===== src/rtl/fetch_unit.sv =====
// -----------------------------------------------------------------------------
// fetch_unit
//
// Instruction-fetch stage and IF/ID pipeline register.
//
// The unit owns the program counter and fetches over a request/ready
// instruction-memory port. Each fetched word is written, with its PC, into the
// IF/ID register that feeds decode. If decode is stalled when a response
// arrives, the word goes into a one-entry skid buffer. No new request is
// issued until that buffer has drained.
//
// Optional build macro: DELAY_SLOT_EN
//   defined   : MIPS-style branch delay slot. On a redirect, the word at
//               branch_pc+4 (in flight or buffered) is still delivered, and the
//               PC jumps to the target after that fetch completes.
//   undefined : a redirect kills IF/ID, the skid buffer and any in-flight fetch
//               (the DROP state discards the late response). The next
//               delivered word is the one at the target.
//
// Ports
//   clk, rst          rising-edge clock, synchronous active-high reset
//   imem_req/addr     fetch request; held, with a stable address, until
//                     accepted
//   imem_ready/rdata  request accepted, and the instruction word valid, this
//                     cycle
//   stall             decode stall: IF/ID is frozen and no new fetch is
//                     launched
//   flush             invalidate IF/ID and the skid buffer; the PC is
//                     untouched
//   redirect/target   branch or jump resolved in decode (ignored while stalled)
//   id_inst/id_pc     IF/ID contents
//   id_pc_plus4       id_pc + 4
//   id_valid          IF/ID holds a real instruction
// -----------------------------------------------------------------------------
module fetch_unit #(
  parameter logic [31:0] RESET_PC = 32'h0000_0000,
  parameter logic [31:0] PC_INC   = 32'd4
) (
  input  logic        clk,
  input  logic        rst,
  output logic        imem_req,
  output logic [31:0] imem_addr,
  input  logic        imem_ready,
  input  logic [31:0] imem_rdata,
  input  logic        stall,
  input  logic        flush,
  input  logic        redirect,
  input  logic [31:0] redirect_target,
  output logic [31:0] id_inst,
  output logic [31:0] id_pc,
  output logic [31:0] id_pc_plus4,
  output logic        id_valid
);

  // BOOT : one idle cycle after reset
  // REQ  : request at pc, back-to-back while the skid buffer is empty
  // HOLD : skid buffer occupied, request lowered until it drains
  // DROP : waiting out a killed fetch whose response must be discarded
  typedef enum logic [1:0] {
    S_BOOT,
    S_REQ,
    S_HOLD,
    S_DROP
  } state_e;

  state_e      state_q, state_d;
  logic [31:0] pc_q, pc_d;
  logic        pend_valid_q, pend_valid_d;
  logic [31:0] pend_target_q, pend_target_d;
  logic        buf_valid_q, buf_valid_d;
  logic [31:0] buf_inst_q, buf_inst_d;
  logic [31:0] buf_pc_q, buf_pc_d;
  logic [31:0] id_inst_q, id_inst_d;
  logic [31:0] id_pc_q, id_pc_d;
  logic        id_valid_q, id_valid_d;

  logic        req_active;  // a request is on the port this cycle
  logic        resp_ok;     // an accepted response that carries real data
  logic        redir;       // redirect that takes effect this cycle
  logic [31:0] next_pc;     // PC after an accepted fetch

  // Outputs depend only on flops, so stall, flush and redirect have no
  // combinational path to the memory port.
  assign req_active  = (state_q == S_REQ) || (state_q == S_DROP);
  assign imem_req    = req_active;
  assign imem_addr   = pc_q;

  assign resp_ok     = (state_q == S_REQ) && imem_ready;
  assign redir       = redirect && !stall;
  assign next_pc     = pend_valid_q ? pend_target_q : (pc_q + PC_INC);

  assign id_inst     = id_inst_q;
  assign id_pc       = id_pc_q;
  assign id_pc_plus4 = id_pc_q + 32'd4;
  assign id_valid    = id_valid_q;

  // NOTE: every *_d gets its hold value first, so no path through this block
  // can leave a signal unassigned and infer a latch.
  always_comb begin
    state_d       = state_q;
    pc_d          = pc_q;
    pend_valid_d  = pend_valid_q;
    pend_target_d = pend_target_q;
    buf_valid_d   = buf_valid_q;
    buf_inst_d    = buf_inst_q;
    buf_pc_d      = buf_pc_q;
    id_inst_d     = id_inst_q;
    id_pc_d       = id_pc_q;
    id_valid_d    = id_valid_q;

    // ---- PC and fetch sequencing ------------------------------------------
    case (state_q)
      S_BOOT: state_d = S_REQ;
      S_REQ: begin
        if (imem_ready) begin
          pc_d         = next_pc;
          pend_valid_d = 1'b0;
        end
      end
      S_HOLD: ;
      S_DROP: begin
        if (imem_ready) begin
          pc_d         = pend_target_q;
          pend_valid_d = 1'b0;
          state_d      = S_REQ;
        end
      end
    endcase

    // ---- IF/ID register and skid buffer -----------------------------------
    // The buffer is always empty in REQ, so a response never collides with
    // a buffered word.
    if (resp_ok && stall) begin
      buf_inst_d  = imem_rdata;
      buf_pc_d    = pc_q;
      buf_valid_d = 1'b1;
    end

    if (!stall) begin
      if (resp_ok) begin
        id_inst_d  = imem_rdata;
        id_pc_d    = pc_q;
        id_valid_d = 1'b1;
      end else if (buf_valid_q) begin
        id_inst_d   = buf_inst_q;
        id_pc_d     = buf_pc_q;
        id_valid_d  = 1'b1;
        buf_valid_d = 1'b0;
      end else begin
        id_valid_d = 1'b0;
      end
    end

    // ---- redirect from decode ---------------------------------------------
    if (redir) begin
      if (req_active && !imem_ready) begin
        // The in-flight fetch must complete before the PC can move.
        pend_target_d = redirect_target;
        pend_valid_d  = 1'b1;
`ifndef DELAY_SLOT_EN
        state_d       = S_DROP;
`endif
      end else begin
        // Nothing outstanding, or the fetch completes on this edge.
        pc_d         = redirect_target;
        pend_valid_d = 1'b0;
      end
`ifndef DELAY_SLOT_EN
      // Everything fetched after the branch is wrong-path.
      buf_valid_d = 1'b0;
      id_valid_d  = 1'b0;
`endif
    end

    // ---- flush wins over stall and over any load above ----------------------
    if (flush) begin
      buf_valid_d = 1'b0;
      id_valid_d  = 1'b0;
    end

    // ---- request gating: REQ is entered only with an empty skid buffer ------
    if ((state_d == S_REQ) || (state_d == S_HOLD)) begin
      state_d = buf_valid_d ? S_HOLD : S_REQ;
    end
  end

  // NOTE: state is updated with non-blocking assignments so every flop samples
  // the values from before the edge, whatever order the simulator runs blocks in.
  always_ff @(posedge clk) begin
    if (rst) begin
      state_q       <= S_BOOT;
      pc_q          <= RESET_PC;
      pend_valid_q  <= 1'b0;
      pend_target_q <= '0;
      buf_valid_q   <= 1'b0;
      id_inst_q     <= '0;
      id_pc_q       <= '0;
      id_valid_q    <= 1'b0;
    end else begin
      state_q       <= state_d;
      pc_q          <= pc_d;
      pend_valid_q  <= pend_valid_d;
      pend_target_q <= pend_target_d;
      buf_valid_q   <= buf_valid_d;
      id_inst_q     <= id_inst_d;
      id_pc_q       <= id_pc_d;
      id_valid_q    <= id_valid_d;
    end
  end

  // NOTE: the buffer payload has no reset. buf_valid_q gates every use of it,
  // so leaving the data flops out of the reset network costs nothing.
  always_ff @(posedge clk) begin
    buf_inst_q <= buf_inst_d;
    buf_pc_q   <= buf_pc_d;
  end

endmodule


===== config.mk =====
export PLATFORM = sky130hd
export DESIGN_NAME = fetch_unit
export DESIGN_NICKNAME = d
export VERILOG_FILES = /design/src/rtl/fetch_unit.sv
export SDC_FILE = /design/constraint.sdc
export NUM_CORES = 1
export LEC_CHECK = 0
export CAP_MARGIN = 20
export CORE_MARGIN = 2
export CORE_UTILIZATION = 40
export DETAILED_ROUTE_END_ITERATION = 10
export PLACE_DENSITY = 0.62
export SLEW_MARGIN = 20
export SYNTH_ARGS = -nofsm -noshare
export SYNTH_HDL_FRONTEND = slang
export SYNTH_SLANG_ARGS = --single-unit

===== constraint.sdc =====
create_clock -name clk -period 6.4 [get_ports clk]
set_input_delay 1.28 -clock clk [delete_from_list [all_inputs] [get_ports clk]]
set_output_delay 1.28 -clock clk [all_outputs]
set_load 0.005 [all_outputs]

==> results of run 1 <==
[report_power, final]
group / switching, W / internal (W)
combinational: 0.000215 / 0.000227
clock: 0.000553 / 0.000533
sequential: 0.0000844 / 0.00136
[placed cells by master (no fill, tap or decap), drive strengths merged, types with 19 or more instances in the layout]
| cell | instances |
|---|---|
| clkdlybuf4s50 | 197 |
| inv | 30 |
| nand3 | 29 |
| buf | 19 |
| dfxtp | 133 |
| edfxtp | 64 |
| nand2 | 219 |
| nor2 | 116 |
| xnor2 | 21 |
| a311oi | 67 |
| o21ai | 26 |
| a21oi | 51 |
| nor3 | 19 |
[critical path: stages (launching register included)]
cell and delay, ns:
dfxtp_1 0.42, ha_1 0.26, nand4_1 0.16, nor4_1 0.50, and3_1 0.32, nand2_1 0.09, xnor2_1 0.15, clkdlybuf4s50_1 0.51
[kinds of logic after synthesis]
group,Yosys count
adders and majority gates,7
and+or+nand+nor,456
xor gates and xnor gates,28
buffers and inverters,115
muxes,10
DFF,197
AOI/OAI and AO/OA,246
[metrics by stage]
step                instances  hold WS, ns  worst slack (ns)  util, %
floorplan                1059        0.436              2.37        -
global placement         1494        0.444              2.58     50.5
detailed placement       1494        0.451              2.57     50.5
CTS                      1526        0.461              2.22     53.1
global route             1526        0.474              1.99     53.1
finish                   1526        0.462              2.27     53.1
[path summary, 6_finish.rpt]
kind | start | slack, ns | cells past startpoint | endpoint
worst max register to register | state_q[1] | 3.22 | 10 | imem_addr[19]
worst min register to register | pend_target_q[11] | 0.46 | 2 | pend_target_q[11]
worst max-delay path | id_pc[2] | 2.27 | 7 | id_pc_plus4[24]
worst min-delay path | pend_target_q[11] | 0.46 | 2 | pend_target_q[11]
[state kept, by name, indices dropped and copies added, names as in the netlist]
name	flops
id_pc	32
buf_valid_q	1
buf_inst_q	32
imem_addr	32
id_inst	32
buf_pc_q	32
pend_valid_q	1
pend_target_q	32
id_valid	1
state_q	2
[area by class of cell]
| cell class | count | share of cell area, % |
|---|---|---|
| clock buffer | 17 | 3.52 |
| clock inverter | 15 | 1.44 |
| inverter | 21 | 0.652 |
| multi-input combinational | 747 | 35.8 |
| sequential | 197 | 37.9 |
| tap | 313 | 3.24 |
| timing repair buffer | 216 | 17.5 |
[per-layer routing]
metal	share of wire, %	routed length [microns]	up-vias
met1	48	12900	4036
met4	1.0	272	0
li1	-	-	4129
met3	5.4	1460	18
met5	0	0	-
met2	46	12400	260
==> metrics.cfg, run 1 <==
[finish]
antennaDiodeCount=0
seqCellArea_sq_mm=0.00458
area_growth_pct=29.2
nFillCells=2113
stdcell_area_sq_mm=0.0121
multi_input_area_sq_mm=0.00433
nets=1275
drive_gt1_share_pct=6.02

[cts]
cts_root_buf=clkbuf_16
holdBufCountCts=0
clkTransAtPathRegs_ns=0.08
post_cts_buffers=0
cts_tree=done
insertion_delay_ns=0.44
cts.sinks=197
clock_path_buffers=2
cts_resized=0
numCtsBuffers=17
h-tree-depth=4

[synthesis]
syn_area_sq_mm=0.00936
synth_top_cell_area_share_pct=28.4
yosys_register_bits=197
yosys_warnings=0
yosysUniqueCellTypes=66
synth_top_family_by_area=simple AND/OR/NAND/NOR gates
synth_compound_area_share_pct=19.4
yosys.area_share.simple_pct=21.9
synth.area.mux_share_pct=1.16
synthAdderAreaFrac_pct=0.882
yosys-top-cells-area=dfxtp_1 (28%), edfxtp_1 (21%), nand2_1 (8.8%)
synthFlopType=dfxtp_1
synthCells=1059
async_reset_ff_share_pct=0
synth_common_cells=nand2_1 (219), dfxtp_1 (133), nor2_1 (116), clkbuf_1 (69), a311oi_1 (66)
synth_top_area_cell=dfxtp_1
synth.most_common_cell=nand2_1
seq_area_frac_synth_pct=49.0
synth_nets=1134
synthXorXnorAreaFrac_pct=2.62
synth_edf_count=64
syn_area_per_cell_sq_um=8.84

[worst_setup_path]
critPathCaptureType=primary output
path_class=reg -> out
cp.arrival_ns=2.85
required_ns=5.12
cp_max_fo=6
worstSetupStartpointType=flop

[routing]
routedWlPerCell_microns=17.7
drt.antenna.violating_nets=0
first_pass_iters=7
vias=8443
vias_per_cell=5.53
drc_errors=0
drt-total-wl_microns=27100
drtIter0Drc=716

[timing]
clock_skew_ns=0.0153
rsz0062_at_grt=no
tightestPinTransition_ns=1.07
post-route-period-util_pct=64.6
slew_headroom_pct=28.9
tns_ns=0
setup_viol=0
fmax_mhz=242
hold_viol=0
maxSlewViolCount=0
min_period_ns=4.13

[grt]
grt.busiest_layer=met2
use_met2_pct=33.8
met1_usage_pct=31.8
antenna_found_initial=0
grt_max_degree=76
grt_pass1_wl_microns=42600
groute.usage.overall_pct=21.8
grt.overflow.total=0
grt_pass1_vias=7693
gr-usage-met3_pct=3.47

[floorplanning]
core_sq_mm=0.0228
io_pins=200
rows=55
dieArea_sq_mm=0.0246
start_util_pct=41.1
die_y_microns=157
dieWidth_microns=157

[placed_design]
post_dp_cell_area_sq_mm=0.0115
dp_hpwl_microns=18000
io_buffer_count=199
routabilityCongestion=0.804

[pwr]
finalPower_w=0.00297
power.leakage_nw=4.08
p_per_area_mw_per_mm2=246
vdd_drop_max_mv=0.154

[job]
maxCapViolCount=0

[hold_path]
hold_path.class=reg -> reg

[outcome]
status=completed

Note: power is estimated with default switching activity, not from simulation.
==> run 2: changes to the inputs <==
Clock period 6.4 ns to 4.1 ns, I/O delays scaled along.
==> run 2 against run 1 <==
  * Cell count increased by 0.33%
  * Global-route usage increased by 0.55 points
  * Clock power rose by 57%
  * Flip-flop and latch count unchanged
  * Setup slack got worse by 1.8 ns
  * Worst hold slack got worse by 0.0047 ns
  * Non-clock buffer count up 5
  * Critical path depth did not move
  * Die area is the same
  * Highest routed layer unchanged
  * Clock skew is 0.0030 ns lower
  * Combinational power increased by 58%
  * Sequential share of layout area shrank 0.31 points
  * Critical path type unchanged
==> metrics.cfg, run 2 (same netlist as run 1, synthesis figures left out) <==
[placed_design]
routabilityCongestion=0.815
pre_cts_slack_ns=0.900
io_buffer_count=199
dp.cells=1499
post_dp_cell_area_sq_mm=0.0116
dp_hpwl_microns=18300

[floorplanning]
core_sq_mm=0.0228
io_pins=200
dieWidth_microns=157
die_y_microns=157
rows=55
dieArea_sq_mm=0.0246
start_util_pct=41.1

[timing]
setup_ws_ns=0.490
fmax_mhz=277
tns_ns=0
maxSlewViolCount=0
tightestPinTransition_ns=0.799
hold_viol=0
min_period_ns=3.61
setup_viol=0
rsz0062_at_grt=no
slew_headroom_pct=46.7
clock_skew_ns=0.0124
post-route-period-util_pct=88.1

[hold_path]
hold_depth=2
min_to=pend_target_q[3]
holdCritStartpoint=pend_target_q[3]
hold_path.class=reg -> reg

[worst_setup_path]
path_class=reg -> out
critPathCaptureType=primary output
worstSetupStartpointType=flop
worst-r2r-cell-count=9
cp.arrival_ns=2.79
r2r_end=state_q[1]
required_ns=3.28
r2r_setup_slack_ns=1.53
cp_max_fo=5
worstReg2RegStart=state_q[1]

[cts]
cts.sinks=197
h-tree-depth=4
post_cts_buffers=0
clkTransAtPathRegs_ns=0.07
cts_tree=done
cts_root_buf=clkbuf_16
insertion_delay_ns=0.43
holdBufCountCts=0
numCtsBuffers=17
cts_resized=0
clock_path_buffers=2

[job]
maxCapViolCount=0

[pwr]
switching_share_pct=28.0
intPower_w=0.00336
p_per_area_mw_per_mm2=382
finalPower_w=0.00466
pwr-share-comb_pct=15.0
pwr-share-seq_pct=48.3
vdd_drop_max_mv=0.207
p_clk_share_pct=36.7
p_switching_w=0.00130
power.leakage_nw=4.12

[finish]
nets=1280
antennaDiodeCount=0
finalNonFillerCells=1531
multi_input_area_sq_mm=0.00433
drive_gt1_share_pct=6.40
mostFrequentLayoutCells=nand2_1 (218), clkdlybuf4s50_1 (197), dfxtp_1 (133), nor2_1 (115), a311oi_1 (66)
layout_commonest_cell=nand2_1
area_growth_pct=30.3
seqCellArea_sq_mm=0.00458
nFillCells=2090
stdcell_area_sq_mm=0.0122

[outcome]
status=completed

[grt]
grt_pass1_wl_microns=43600
antenna_found_initial=0
grt_max_degree=70
grt_pass1_vias=7752
groute.usage.overall_pct=22.4
grt.overflow.total=0

[routing]
vias=8428
drt.antenna.violating_nets=0
vias_per_cell=5.50
drtIter0Drc=725
drt-total-wl_microns=27300
routedWlPerCell_microns=17.8
drc_errors=0
first_pass_iters=5

-- run 2: area by class of cell --
type,instances,share of cell area [%]
Tap cell,313,3.21
Sequential cell,197,37.6
Timing Repair Buffer,221,18.0
Multi-Input combinational cell,747,35.5
Clock inverter,15,1.53
Inverter,21,0.646
Clock buffer,17,3.49
-- run 2: power groups by stage --
stage,sequential [W],combinational [W],clock [W]
after floorplan,0.00225,0.000360,0
after global placement,0.00229,0.000699,0
after detailed placement,0.00230,0.000703,0
after CTS,0.00225,0.000704,0.00175
after global routing,0.00227,0.000771,0.00182
final,0.00225,0.000698,0.00171
-- run 2: stage by stage --
stage	hold slack (ns)	utilization [%]
floorplan	0.436	-
global placement	0.443	50.9
detailed placement	0.449	50.9
CTS	0.460	53.5
global route	0.482	53.5
finish	0.457	53.5
-- run 2: per-layer routing --
layer | GRT usage (%) | routed length [microns]
met3 | 3.52 | 1710
met5 | 0 | 0
met4 | 6.07 | 374
met2 | 35.2 | 12600
met1 | 32.0 | 12700
-- run 2: how the worst max path moves through the flow --
stage | from | slack (ns) | end | cells after the start
finish | id_pc[3] | 0.49 | id_pc_plus4[24] | 7
global placement | id_pc[7] | 0.97 | id_pc_plus4[25] | 7
global route | id_pc[7] | 0.18 | id_pc_plus4[27] | 7
CTS | id_pc[2] | 0.44 | id_pc_plus4[24] | 7
floorplan | imem_ready | 0.53 | buf_inst_q[0] | 4
detailed placement | id_pc[2] | 0.90 | id_pc_plus4[24] | 7
-- run 2: critical path, stage by stage, from the launching register on --
cell and delay, ns:
dfxtp_1 0.42, ha_1 0.25, nand4_1 0.14, nor4_1 0.49
and3_1 0.32, nand2_1 0.09, xnor2_1 0.14, clkdlybuf4s50_1 0.51
==> run 3: changes to the inputs <==
Settings changed: CTS_CLUSTER_DIAMETER from default to 80, TNS_END_PERCENT from default to 10.
==> results of run 3 <==
No change in the layout: final DEF, timing and power equal those of run 2.
